File: config.mk
export PLATFORM = sky130hd
export DESIGN_NAME = ga_req_arbiter
export DESIGN_NICKNAME = d
export VERILOG_FILES = /design/src/rtl/ga_pkg.sv /design/src/rtl/ga_rr_picker.sv /design/src/rtl/ga_req_arbiter.sv
export SDC_FILE = /design/constraint.sdc
export NUM_CORES = 1
export LEC_CHECK = 0
export CAP_MARGIN = 20
export CORE_ASPECT_RATIO = 1.1
export CORE_MARGIN = 4
export CORE_UTILIZATION = 32
export DETAILED_ROUTE_END_ITERATION = 10
export GPL_TIMING_DRIVEN = 0
export PLACE_DENSITY = 0.66
export SLEW_MARGIN = 10
export SYNTH_ARGS = -nofsm -noshare
export SYNTH_HDL_FRONTEND = slang
export SYNTH_SLANG_ARGS = --single-unit
File: constraint.sdc
create_clock -name clk_i -period 3.44 [get_ports clk_i]
set_clock_uncertainty 0.2 [all_clocks]
set_input_delay 0.688 -clock clk_i [delete_from_list [all_inputs] [get_ports clk_i]]
set_output_delay 0.688 -clock clk_i [all_outputs]
set_load 0.01 [all_outputs]
File: src/rtl/ga_pkg.sv
// Shared GA coprocessor types: request/response payloads and the request-arbiter state/limits.
package ga_pkg;

   typedef struct packed {
      logic        valid;
      logic [3:0]  op;
      logic [31:0] operand_a;
      logic [31:0] operand_b;
   } ga_req_t;

   typedef struct packed {
      logic        ready;
      logic        valid;
      logic        error;
      logic [31:0] result;
   } ga_resp_t;

   typedef enum logic [1:0] {
      IDLE  = 2'd0,
      ISSUE = 2'd1,
      WAIT  = 2'd2,
      RESP  = 2'd3
   } ga_arb_state_e;

   localparam int unsigned GA_ARB_MAX_REQ   = 8;
   localparam int unsigned GA_ARB_TIMEOUT_W = 16;

endpackage

File: src/rtl/ga_rr_picker.sv
// Combinational round-robin select: first valid requester after last_i, wrapping modulo NumReq.
module ga_rr_picker #(
   parameter  int unsigned NumReq = 2,
   localparam int unsigned IdxW   = (NumReq > 1) ? $clog2(NumReq) : 1
) (
   input  logic [NumReq-1:0] valid_i,
   input  logic [IdxW-1:0]   last_i,
   output logic [IdxW-1:0]   winner_o,
   output logic              any_valid_o
);

   int unsigned     cand;
   logic [IdxW-1:0] cand_idx;

   always_comb begin
      winner_o    = '0;
      any_valid_o = 1'b0;
      cand        = 0;
      cand_idx    = '0;
      for (int unsigned off = 1; off <= NumReq; off++) begin
         cand     = (32'(last_i) + off) % NumReq;
         cand_idx = IdxW'(cand);
         if (!any_valid_o && valid_i[cand_idx]) begin
            any_valid_o = 1'b1;
            winner_o    = cand_idx;
         end
      end
   end

endmodule

File: src/rtl/ga_req_arbiter.sv
// Round-robin arbiter sharing one GA coprocessor port among NumReq requesters, one op in flight.
// Optional WAIT watchdog with sticky timeout_o is enabled by defining GA_ARB_WATCHDOG_EN.
module ga_req_arbiter
   import ga_pkg::*;
#(
   parameter  int unsigned NumReq        = 2,
`ifdef GA_ARB_WATCHDOG_EN
   parameter  int unsigned TimeoutCycles = 1024,
`endif
   localparam int unsigned IdxW          = (NumReq > 1) ? $clog2(NumReq) : 1
) (
   input  logic              clk_i,
   input  logic              rst_ni,
   input  logic [NumReq-1:0] req_valid_i,
   input  ga_req_t           req_i [NumReq],
   output logic [NumReq-1:0] req_ready_o,
   output logic [NumReq-1:0] resp_valid_o,
   output ga_resp_t          resp_o,
   output ga_req_t           cop_req_o,
   input  ga_resp_t          cop_resp_i,
   output logic              busy_o,
   output logic [IdxW-1:0]   grant_idx_o,
   output logic [31:0]       grant_cnt_o
`ifdef GA_ARB_WATCHDOG_EN
   ,
   output logic              timeout_o
`endif
);

   if (NumReq < 2 || NumReq > GA_ARB_MAX_REQ) begin : g_bad_numreq
      $error("ga_req_arbiter: NumReq out of range");
   end

   ga_arb_state_e     state_q, state_d;
   logic [IdxW-1:0]   last_q, gidx_q, winner;
   logic              any_valid, accept, take_resp;
   ga_req_t           req_q;
   ga_resp_t          resp_q;
   logic [NumReq-1:0] resp_valid_q, grant_oh;
   logic [31:0]       cnt_q;

   ga_rr_picker #(.NumReq(NumReq)) u_picker (
      .valid_i     (req_valid_i),
      .last_i      (last_q),
      .winner_o    (winner),
      .any_valid_o (any_valid)
   );

   assign grant_oh = NumReq'(1) << gidx_q;

`ifdef GA_ARB_WATCHDOG_EN
   logic [GA_ARB_TIMEOUT_W-1:0] wd_q;
   logic                        timeout_q, take_timeout, wd_expired;
   ga_resp_t                    timeout_resp;

   assign wd_expired = (wd_q == GA_ARB_TIMEOUT_W'(TimeoutCycles));

   always_comb begin
      timeout_resp       = '0;
      timeout_resp.error = 1'b1;
      timeout_resp.valid = 1'b1;
   end

   // Counter sits at zero through ISSUE so it starts from zero on the first WAIT cycle.
   always_ff @(posedge clk_i or negedge rst_ni) begin
      if (!rst_ni) begin
         wd_q      <= '0;
         timeout_q <= 1'b0;
      end else begin
         if (state_q == ISSUE) begin
            wd_q <= '0;
         end else if (state_q == WAIT) begin
            wd_q <= wd_q + GA_ARB_TIMEOUT_W'(1);
         end
         if (take_timeout) begin
            timeout_q <= 1'b1;
         end
      end
   end

   assign timeout_o = timeout_q;
`endif

   always_ff @(posedge clk_i or negedge rst_ni) begin
      if (!rst_ni) begin
         state_q <= IDLE;
      end else begin
         state_q <= state_d;
      end
   end

   always_comb begin
      state_d     = state_q;
      req_ready_o = '0;
      accept      = 1'b0;
      take_resp   = 1'b0;
`ifdef GA_ARB_WATCHDOG_EN
      take_timeout = 1'b0;
`endif
      unique case (state_q)
         IDLE: begin
            if (any_valid) begin
               req_ready_o[winner] = 1'b1;
               accept              = 1'b1;
               state_d             = ISSUE;
            end
         end
         ISSUE: begin
            if (cop_resp_i.ready) begin
               state_d = WAIT;
            end
         end
         WAIT: begin
            // A real response in the expiry cycle takes precedence over the timeout.
            if (cop_resp_i.valid) begin
               take_resp = 1'b1;
               state_d   = RESP;
            end
`ifdef GA_ARB_WATCHDOG_EN
            else if (wd_expired) begin
               take_timeout = 1'b1;
               state_d      = RESP;
            end
`endif
         end
         RESP: begin
            state_d = IDLE;
         end
         default: begin
            state_d = IDLE;
         end
      endcase
   end

   always_ff @(posedge clk_i or negedge rst_ni) begin
      if (!rst_ni) begin
         last_q       <= IdxW'(NumReq - 1);
         gidx_q       <= '0;
         req_q        <= '0;
         resp_q       <= '0;
         resp_valid_q <= '0;
         cnt_q        <= '0;
      end else begin
         resp_valid_q <= '0;
         if (accept) begin
            req_q  <= req_i[winner];
            gidx_q <= winner;
            last_q <= winner;
            if (cnt_q != '1) begin
               cnt_q <= cnt_q + 32'd1;
            end
         end
         if (take_resp) begin
            resp_q       <= cop_resp_i;
            resp_valid_q <= grant_oh;
         end
`ifdef GA_ARB_WATCHDOG_EN
         if (take_timeout) begin
            resp_q       <= timeout_resp;
            resp_valid_q <= grant_oh;
         end
`endif
      end
   end

   always_comb begin
      cop_req_o       = req_q;
      cop_req_o.valid = (state_q == ISSUE);
   end

   assign resp_valid_o = resp_valid_q;
   assign resp_o       = resp_q;
   assign busy_o       = (state_q != IDLE);
   assign grant_idx_o  = gidx_q;
   assign grant_cnt_o  = cnt_q;

endmodule
# Yosys cells after proc, flatten, opt, wreduce, memory -nomap -nowiden
# Index checks and enable logic that the tools add are counted.
# word_totals
regBits	141
latchBits	0
ram_bits	0
rom_bits	0
out_inout_bits	142
mem_count	0
# classes
add_sub_neg	3
mul	0
div	0
magnitude_cmp	5
n_eq_ne	7
shifts	1
mux	24
bitwise_logic	1
reduce_logical	7
# ops
cell	n
two-way mux 68 bit	3
adder 32 x 1 -> 32 bit (second input constant)	1
!= test 32 bit (second input constant)	1
two-way mux 1 bit	13
two-way mux 2 bit	6
one-hot mux 2 bit (4 select lines)	1
< comparator 1 x 2 -> 1 bit (second input constant)	3
== test 2 bit (second input constant)	2
!= test 2 bit (second input constant)	2
AND reduction 3 bit	1
adder 1 bit (second input constant)	2
== test 2 x 1 -> 1 bit (second input constant)	1
greater-or-equal comparator 2 bit (second input constant)	1
logical AND 1 bit	2
zero test 2 bit	1
!= test 2 x 1 -> 1 bit (second input constant)	1
inverter 1 -> 2 bit	1
AND reduction 2 bit	1
nonzero test 2 bit	1
<< shifter 1 x 1 -> 2 bit (first input constant)	1
demux 1 bit (select 1 bit)	1
greater-or-equal comparator 1 bit (second input constant)	1
zero test 1 bit	1

# Longest topological paths before layout
# Gate-level depths: netlist of run 1.
# depth
depth_word	13
mapped_depth	8
depth_no_buf	7

# By module
# From an unflattened synthesis of run 1, not the netlist that was laid out.
# hier_totals
cells_unflattened	542
area_unflattened_um2	6318.6
# modules_own_cells
module	instances	cells_each	area_each_um2
ga_req_arbiter	1	540	6304.8
ga_rr_picker	1	2	13.8

# Worst setup path before layout of run 1
# No wires, ideal clock.
# synth_path
path_kind	reg-to-output
from	reg state_q[0]
to	out req_ready_o[1]
t_arrival_ps	1410
path_slack_ps	1142
stages_incl_launch_ff	6
path_buffers	1
cell_sequence	dfrtp_1 -> inv_1 -> ha_1 -> nand2_1 -> a21oi_1 -> clkbuf_1
# synth_via
elab_chain_len	2
# synth_lines
item	line	text
from (decl)	ga_req_arbiter.sv:34	ga_arb_state_e state_q, state_d;
from (signal assigned)	ga_req_arbiter.sv:88	state_q <= state_d;
zero test 2 bit	ga_req_arbiter.sv:100	unique case (state_q)
two-way mux 2 bit	ga_req_arbiter.sv:100	
to (decl)	ga_req_arbiter.sv:16	output logic [NumReq-1:0] req_ready_o,
# Every way passes these cells.

# Final worst setup path of run 1
# layout_path
from	in req_valid_i[0]
to	out req_ready_o[0]
# layout_via
elab_chain_len	12
# layout_lines
item	line	text
from (decl)	ga_req_arbiter.sv:14	input logic [NumReq-1:0] req_valid_i,
two-way mux 1 bit (not written as such) (2 in a row)	ga_rr_picker.sv:23	if (!any_valid_o && valid_i[cand_idx]) begin
two-way mux 1 bit	ga_rr_picker.sv:23	
zero test 1 bit	ga_rr_picker.sv:23	
logical AND 1 bit	ga_rr_picker.sv:23	
two-way mux 1 bit	ga_rr_picker.sv:23	
< comparator 1 x 2 -> 1 bit (not written as such) / greater-or-equal comparator 1 bit (equally long branches)	ga_req_arbiter.sv:103	req_ready_o[winner] = 1'b1;
logical AND 1 bit (not written as such)	ga_req_arbiter.sv:103	
two-way mux 1 bit (not written as such)	ga_req_arbiter.sv:103	
demux 1 bit (select 1 bit)	ga_req_arbiter.sv:103	
two-way mux 2 bit *	ga_req_arbiter.sv:102	if (any_valid) begin
two-way mux 2 bit *	ga_req_arbiter.sv:100	
# Every way passes the cells marked *; elsewhere a longest branch is shown, timed or not. The select of a mux whose other input is x is not followed.

==> results.sh, run 1 <==
export IMPL_drv_slew=0
export IMPL_power_density_nw_per_um2=796.4
export IMPL_boundaryPins=319
export IMPL_track_usage_pct=19.82
export IMPL_ys_warn_count=0
export IMPL_cp_max_fo=10
export IMPL_ctsLongestPathBuffers=2
export IMPL_dr_pass1_iters=8
export IMPL_cp_required_ns=2.55
export IMPL_synth_top_area_share_pct=59.25
export IMPL_clk_insertion_delay_late_ns=0.41
export IMPL_worstSetupEndpointType="output pin"
export IMPL_r2r_start="state_q[0]"
export IMPL_cts_made_buffers=17
export IMPL_fp_coreArea_um2=17930
export IMPL_rsz0062_at_grt="false"
export IMPL_synth_area_um2=5913
export IMPL_finalNetCount=1003
export IMPL_htree_levels=4
export IMPL_finalSetupViolCount=0
export IMPL_tns_ns=0
export IMPL_syn_inst=483
export IMPL_status="complete, no violations"
export IMPL_peakVddDrop_v=0.0003904
export IMPL_hp_class="input port to async pin"
export IMPL_grt_remaining_overflow=0
export IMPL_avgSynthCellArea_um2=12.24
export IMPL_ys_ff_latch=141
export IMPL_top_layer_used="met4"
export IMPL_grt_max_degree=81
export IMPL_final_layout_size_suffix_gt1_share_pct=10.07
export IMPL_root_buffer="clkbuf_16"
export IMPL_hold_buffers=0
export IMPL_maxCapViolCount=0
export IMPL_ant_nets=0
export IMPL_core_rowCount=51
export IMPL_drcViolationCount=0
export IMPL_min_period_ns=3.327
export IMPL_start_util_pct=32.98
export IMPL_arrival_ns=2.44
export IMPL_final_cell_mix="clkdlybuf4s50_1 (315), dfrtp_1 (140), inv_1 (77)"
export IMPL_diodes=0
export IMPL_path_clk_slew_ns=0.06
export IMPL_period_share_pct=96.72
export IMPL_synth_nets=665
export IMPL_timing_hold_ws_ns=0.05214
export IMPL_grt_pass1_vias=5812
export IMPL_vias_per_cell=5.022
export IMPL_met3WireLength_mm=1.582
export IMPL_routed_wl_mm=20.94
export IMPL_p_leak_nw=4.477
export IMPL_die_w_um=137.6
export IMPL_num_vias=5384
export IMPL_worstMarginPinSlew_ns=0.7162
export IMPL_grt_pass1_wl_mm=31.40
export IMPL_antenna_found_initial=0
export IMPL_yosys_area_top_type="dfrtp_1"
export IMPL_synth_area_leaders="dfrtp_1 (59%), a222oi_1 (12%), mux2_2 (6.9%), inv_1 (4.9%), xnor2_1 (2.2%)"
export IMPL_wl_met2_mm=10.80
export IMPL_die_y_um=150.6
export IMPL_maxSlewHeadroom_pct=52.25
export IMPL_critPathLaunch="req_valid_i[0]"
export IMPL_hold_viol=0
export IMPL_dpl_hpwl_mm=16.17
export IMPL_crit_type="input port to output pin"
export IMPL_fmaxAchievable_mhz=300.6
export IMPL_tritoncts="yes"
export IMPL_cts_sinks=141
export IMPL_gp_congestion=0.8390
export IMPL_drt_iter0_markers=477
export IMPL_place_ws_ns=-0.8459
export IMPL_wl_met1_mm=8.090
export IMPL_setup_slack_ns=0.1129
export IMPL_final_common_cell="clkdlybuf4s50_1"
export IMPL_seq_area_frac_synth_pct=59.69
export IMPL_wl_per_cell_um=19.53
export IMPL_ys_types=39
export IMPL_area_delta_synth_final_pct=69.76
export IMPL_io_buffer_count=316
export IMPL_cp_start_kind="input port"
export IMPL_dieArea_um2=20720
## Yosys cell counts
cell type	number
dfrtp_1	140
nand3_1	8
a21oi_1	5
nor4_2	2
nand2_1	20
dfstp_2	1
xor2_1	11
clkbuf_1	25
nor4_1	3
and3_1	6
ha_1	5
or3_2	1
a21o_1	2
inv_1	77
nor3_4	2
a41oi_1	1
nor3_1	7
a31oi_1	1
buf_6	1
nand3b_1	2
nand2b_1	1
o211ai_2	1
o2111ai_2	1
mux2_2	36
o32a_1	1
buf_2	1
nand4_4	1
or3_1	2
o21a_1	2
o21ai_0	3
nor2_1	16
nand4_1	9
o31ai_1	1
or4_1	2
buf_1	1
a22o_1	1
o211ai_1	1
a222oi_1	68
xnor2_1	15
## cells by family (layout without fill, tap and decap cells)
kind of cell / after synthesis / count (layout) / share of synthesized area, %
compound gates: 88 / 88 / 13.99
xor+xnor: 26 / 26 / 3.851
fa+ha+maj: 5 / 5 / 1.058
buf+inv: 105 / 456 / 6.813
flops: 141 / 141 / 59.69
mux: 36 / 36 / 6.856
simple gates: 82 / 82 / 7.744
## worst max-delay path: stages
cell and delay (ns):
clkdlybuf4s50_1 0.56, nand2_1 0.12, a21oi_4 0.24, buf_4 0.26, clkdlybuf4s50_1 0.56
## area by class of cell
class | instances | area, um2
plain buffers | 28 | 127.6
clock buffers | 25 | 505.5
clock inverters | 7 | 78.83
fillers | 1509 | 7893
inverters | 77 | 289.0
multi-input cells | 237 | 2003
flip-flops and latches | 141 | 3530
well taps | 238 | 297.8
repair buffers | 319 | 3207
## routing by layer
layer	up-vias	track usage [%]
met5	-	0
met4	0	7.186
met3	33	5.849
met2	224	34.11
met1	2667	23.35
li1	2460	-
## stage by stage
step	power [mW]	util (%)	instances	cell area, um2
6_report	7.995	55.98	1072	10040
5_1_grt	8.467	55.98	1072	10040
4_1_cts	8.085	55.86	1070	10020
3_5_place_dp	6.207	52.44	1038	9403
3_3_place_gp	6.109	52.28	1037	9374
2_1_floorplan	4.178	-	483	5913
## flip-flops by register name (all words and copies together), names as in the netlist
register	cells
cop_req_o	68
grant_cnt_o	32
grant_idx_o	1
last_q	1
resp_o	35
resp_valid_o	2
state_q	2
## path summary, 6_finish.rpt
check / end / slack, ns / cells past startpoint
max: req_ready_o[0] / 0.11 / 5
max in group asynchronous: cop_req_o[51] / 2.18 / 2
max reg2reg: grant_cnt_o[31] / 0.70 / 8
min reg2reg: cop_req_o[8] / 0.30 / 2
min: grant_cnt_o[18] / 0.05 / 1
min in group clk_i: cop_req_o[8] / 0.30 / 2
## where the power goes
part | switching [mW] | internal, mW | total [mW]
logic | 1.51 | 1.95 | 3.46
clock network | 0.708 | 1.10 | 1.81
registers | 0.403 | 2.32 | 2.73
## what timing repair did
action                     in CTS  in global routing
gates resized for setup         8                  2
buffers inserted                0                  2
setup endpoints to repair       2                  2
cloned                          0                  0
Power figures use the tool's default switching activity.
==> run 2, diff against run 1 <==
--- a/config.mk
+++ b/config.mk
@@ -11,7 +11,7 @@
 export CORE_UTILIZATION = 32
 export DETAILED_ROUTE_END_ITERATION = 10
 export GPL_TIMING_DRIVEN = 0
-export PLACE_DENSITY = 0.66
+export PLACE_DENSITY = 0.7
 export SLEW_MARGIN = 10
 export SYNTH_ARGS = -nofsm -noshare
 export SYNTH_HDL_FRONTEND = slang
==> run 2 against run 1 <==
  * Global-route usage down 0.57 points
  * Combinational power about the same
  * Worst hold slack lost 0.038 ns
  * Via count down 1.8%
  * Critical path depth did not move
  * Routed wire length fell by 2.9%
  * Register-to-register slack better by 0.05 ns
  * Largest power group unchanged
==> results.sh, run 2 (synthesized netlist as in run 1, its figures left out) <==
export IMPL_p_leak_nw=4.456
export IMPL_ctsLongestPathBuffers=2
export IMPL_ant_nets=0
export IMPL_track_usage_pct=19.25
export IMPL_area_delta_synth_final_pct=69.15
export IMPL_arrival_ns=2.35
export IMPL_setup_slack_ns=0.1992
export IMPL_start_util_pct=32.98
export IMPL_rsz0062_at_grt="false"
export IMPL_peakVddDrop_v=0.0004249
export IMPL_hold_viol=0
export IMPL_dpl_hpwl_mm=15.63
export IMPL_instances_no_fill=1072
export IMPL_grt_pass1_wl_mm=30.36
export IMPL_cp_max_fo=10
export IMPL_routed_wl_mm=20.33
export IMPL_fin_total_pwr_mw=7.884
export IMPL_num_vias=5289
export IMPL_critPathMostFrequentCell="clkdlybuf4s50_1"
export IMPL_placed_area_um2=9407
export IMPL_worstSetupEndpointType="output pin"
export IMPL_grt_pass1_vias=5482
export IMPL_worstMarginPinSlew_ns=0.6178
export IMPL_r2r_cells=8
export IMPL_finalNetCount=1003
export IMPL_diodes=0
export IMPL_grt_max_degree=75
export IMPL_fin_util_pct=55.78
export IMPL_path_clk_slew_ns=0.06
export IMPL_cp_start_kind="input port"
export IMPL_power_density_nw_per_um2=788.2
export IMPL_root_buffer="clkbuf_16"
export IMPL_antenna_found_initial=0
export IMPL_final_common_cell="clkdlybuf4s50_1"
export IMPL_crit_type="input port to output pin"
export IMPL_timing_hold_ws_ns=0.01367
export IMPL_die_w_um=137.6
export IMPL_io_buffer_count=316
export IMPL_cts_made_buffers=17
export IMPL_largest_register_ffs=68
export IMPL_drt_iter0_markers=479
export IMPL_wl_per_cell_um=18.96
export IMPL_die_y_um=150.6
export IMPL_path_cells="clkdlybuf4s50_1 -> nand2_1 -> a21oi_4 -> clkbuf_4 -> clkdlybuf4s50_1"
export IMPL_cp_slowest_stage_delay_ns=0.59
export IMPL_clk_insertion_delay_late_ns=0.41
export IMPL_cts_sinks=141
export IMPL_final_cell_mix="clkdlybuf4s50_1 (315), dfrtp_1 (140), inv_1 (77)"
export IMPL_place_ws_ns=-0.7700
export IMPL_fin_area_um2=10000
export IMPL_fmaxAchievable_mhz=308.6
export IMPL_min_period_ns=3.241
export IMPL_final_layout_size_suffix_gt1_share_pct=10.07
export IMPL_tns_ns=0
export IMPL_vias_per_cell=4.934
export IMPL_core_rowCount=51
export IMPL_tritoncts="yes"
export IMPL_dr_pass1_iters=8
export IMPL_maxSlewHeadroom_pct=58.81
export IMPL_boundaryPins=319
export IMPL_maxCapViolCount=0
export IMPL_status="complete, no violations"
export IMPL_dp_cells=1038
export IMPL_htree_levels=4
export IMPL_drcViolationCount=0
export IMPL_dieArea_um2=20720
export IMPL_hold_buffers=0
export IMPL_reg2reg_slack_ns=0.75
export IMPL_finalSetupViolCount=0
export IMPL_period_share_pct=94.21
export IMPL_grt_remaining_overflow=0
export IMPL_gp_congestion=0.8164
export IMPL_drv_slew=0
export IMPL_hp_class="input port to async pin"
export IMPL_fp_coreArea_um2=17930
export IMPL_crit_slowest_cell="clkdlybuf4s50_1"
export IMPL_cp_required_ns=2.55
-- run 2: changes by cell type in the layout (fill, tap and decap cells not counted) --
cell | previous run | this run
buf_6 | 2 | 1
clkinvlp_4 | 3 | 4
buf_4 | 3 | 2
clkbuf_8 | 6 | 0
buf_8 | 0 | 1
inv_6 | 1 | 3
clkinv_2 | 0 | 2
clkbuf_4 | 0 | 2
-- run 2: cell type report --
class / instances / area, um2
buffer: 28 / 121.4
clock buffer: 20 / 436.7
clock inverter: 12 / 113.9
fill: 1542 / 7929
inverter: 77 / 289.0
multi-input combinational: 237 / 2003
sequential: 141 / 3530
tap: 238 / 297.8
timing repair buffer: 319 / 3211
-- run 2: power breakdown --
| group | switching, mW | total, mW | internal, mW |
|---|---|---|---|
| Sequential | 0.388 | 2.71 | 2.32 |
| Combinational | 1.49 | 3.44 | 1.95 |
| Clock | 0.736 | 1.74 | 1.00 |
-- run 2: path summary, 6_finish.rpt --
kind | startpoint | endpoint
setup / recovery | req_valid_i[1] | req_ready_o[1]
hold / removal | rst_ni | grant_cnt_o[27]
setup reg to reg | state_q[1] | grant_cnt_o[31]
hold reg to reg | resp_o[33] | resp_o[33]
max in group asynchronous | rst_ni | cop_req_o[41]
min in group clk_i | resp_o[33] | resp_o[33]
-- run 2: per-layer routing --
metal,track usage (%),routed length [um]
met5,0,0
met2,33.30,10440
met3,7.086,1852
met1,21.97,7739
met4,6.188,296
-- run 2: what timing repair did --
item / CTS / global route
gates resized for setup: 8 / 0
hold endpoints to repair: 0 / 0
endpoints found under the setup margin: 2 / 0
setup buffers: 2 / 0
-- run 2: worst max-delay path: cells and delay by family --
kind / cells / cell delay, ns
buffers and inverters: 3 / 1.39
AND/OR/NAND/NOR: 1 / 0.12
AO/OA/AOI/OAI: 1 / 0.14
==> run 3, diff against run 2 <==
--- a/config.mk
+++ b/config.mk
@@ -12,7 +12,7 @@
 export DETAILED_ROUTE_END_ITERATION = 10
 export GPL_TIMING_DRIVEN = 0
 export PLACE_DENSITY = 0.7
-export SLEW_MARGIN = 10
+export SLEW_MARGIN = 20
 export SYNTH_ARGS = -nofsm -noshare
 export SYNTH_HDL_FRONTEND = slang
 export SYNTH_SLANG_ARGS = --single-unit
==> results of run 3 <==
Final layout, timing and power as in run 2 (identical DEF).
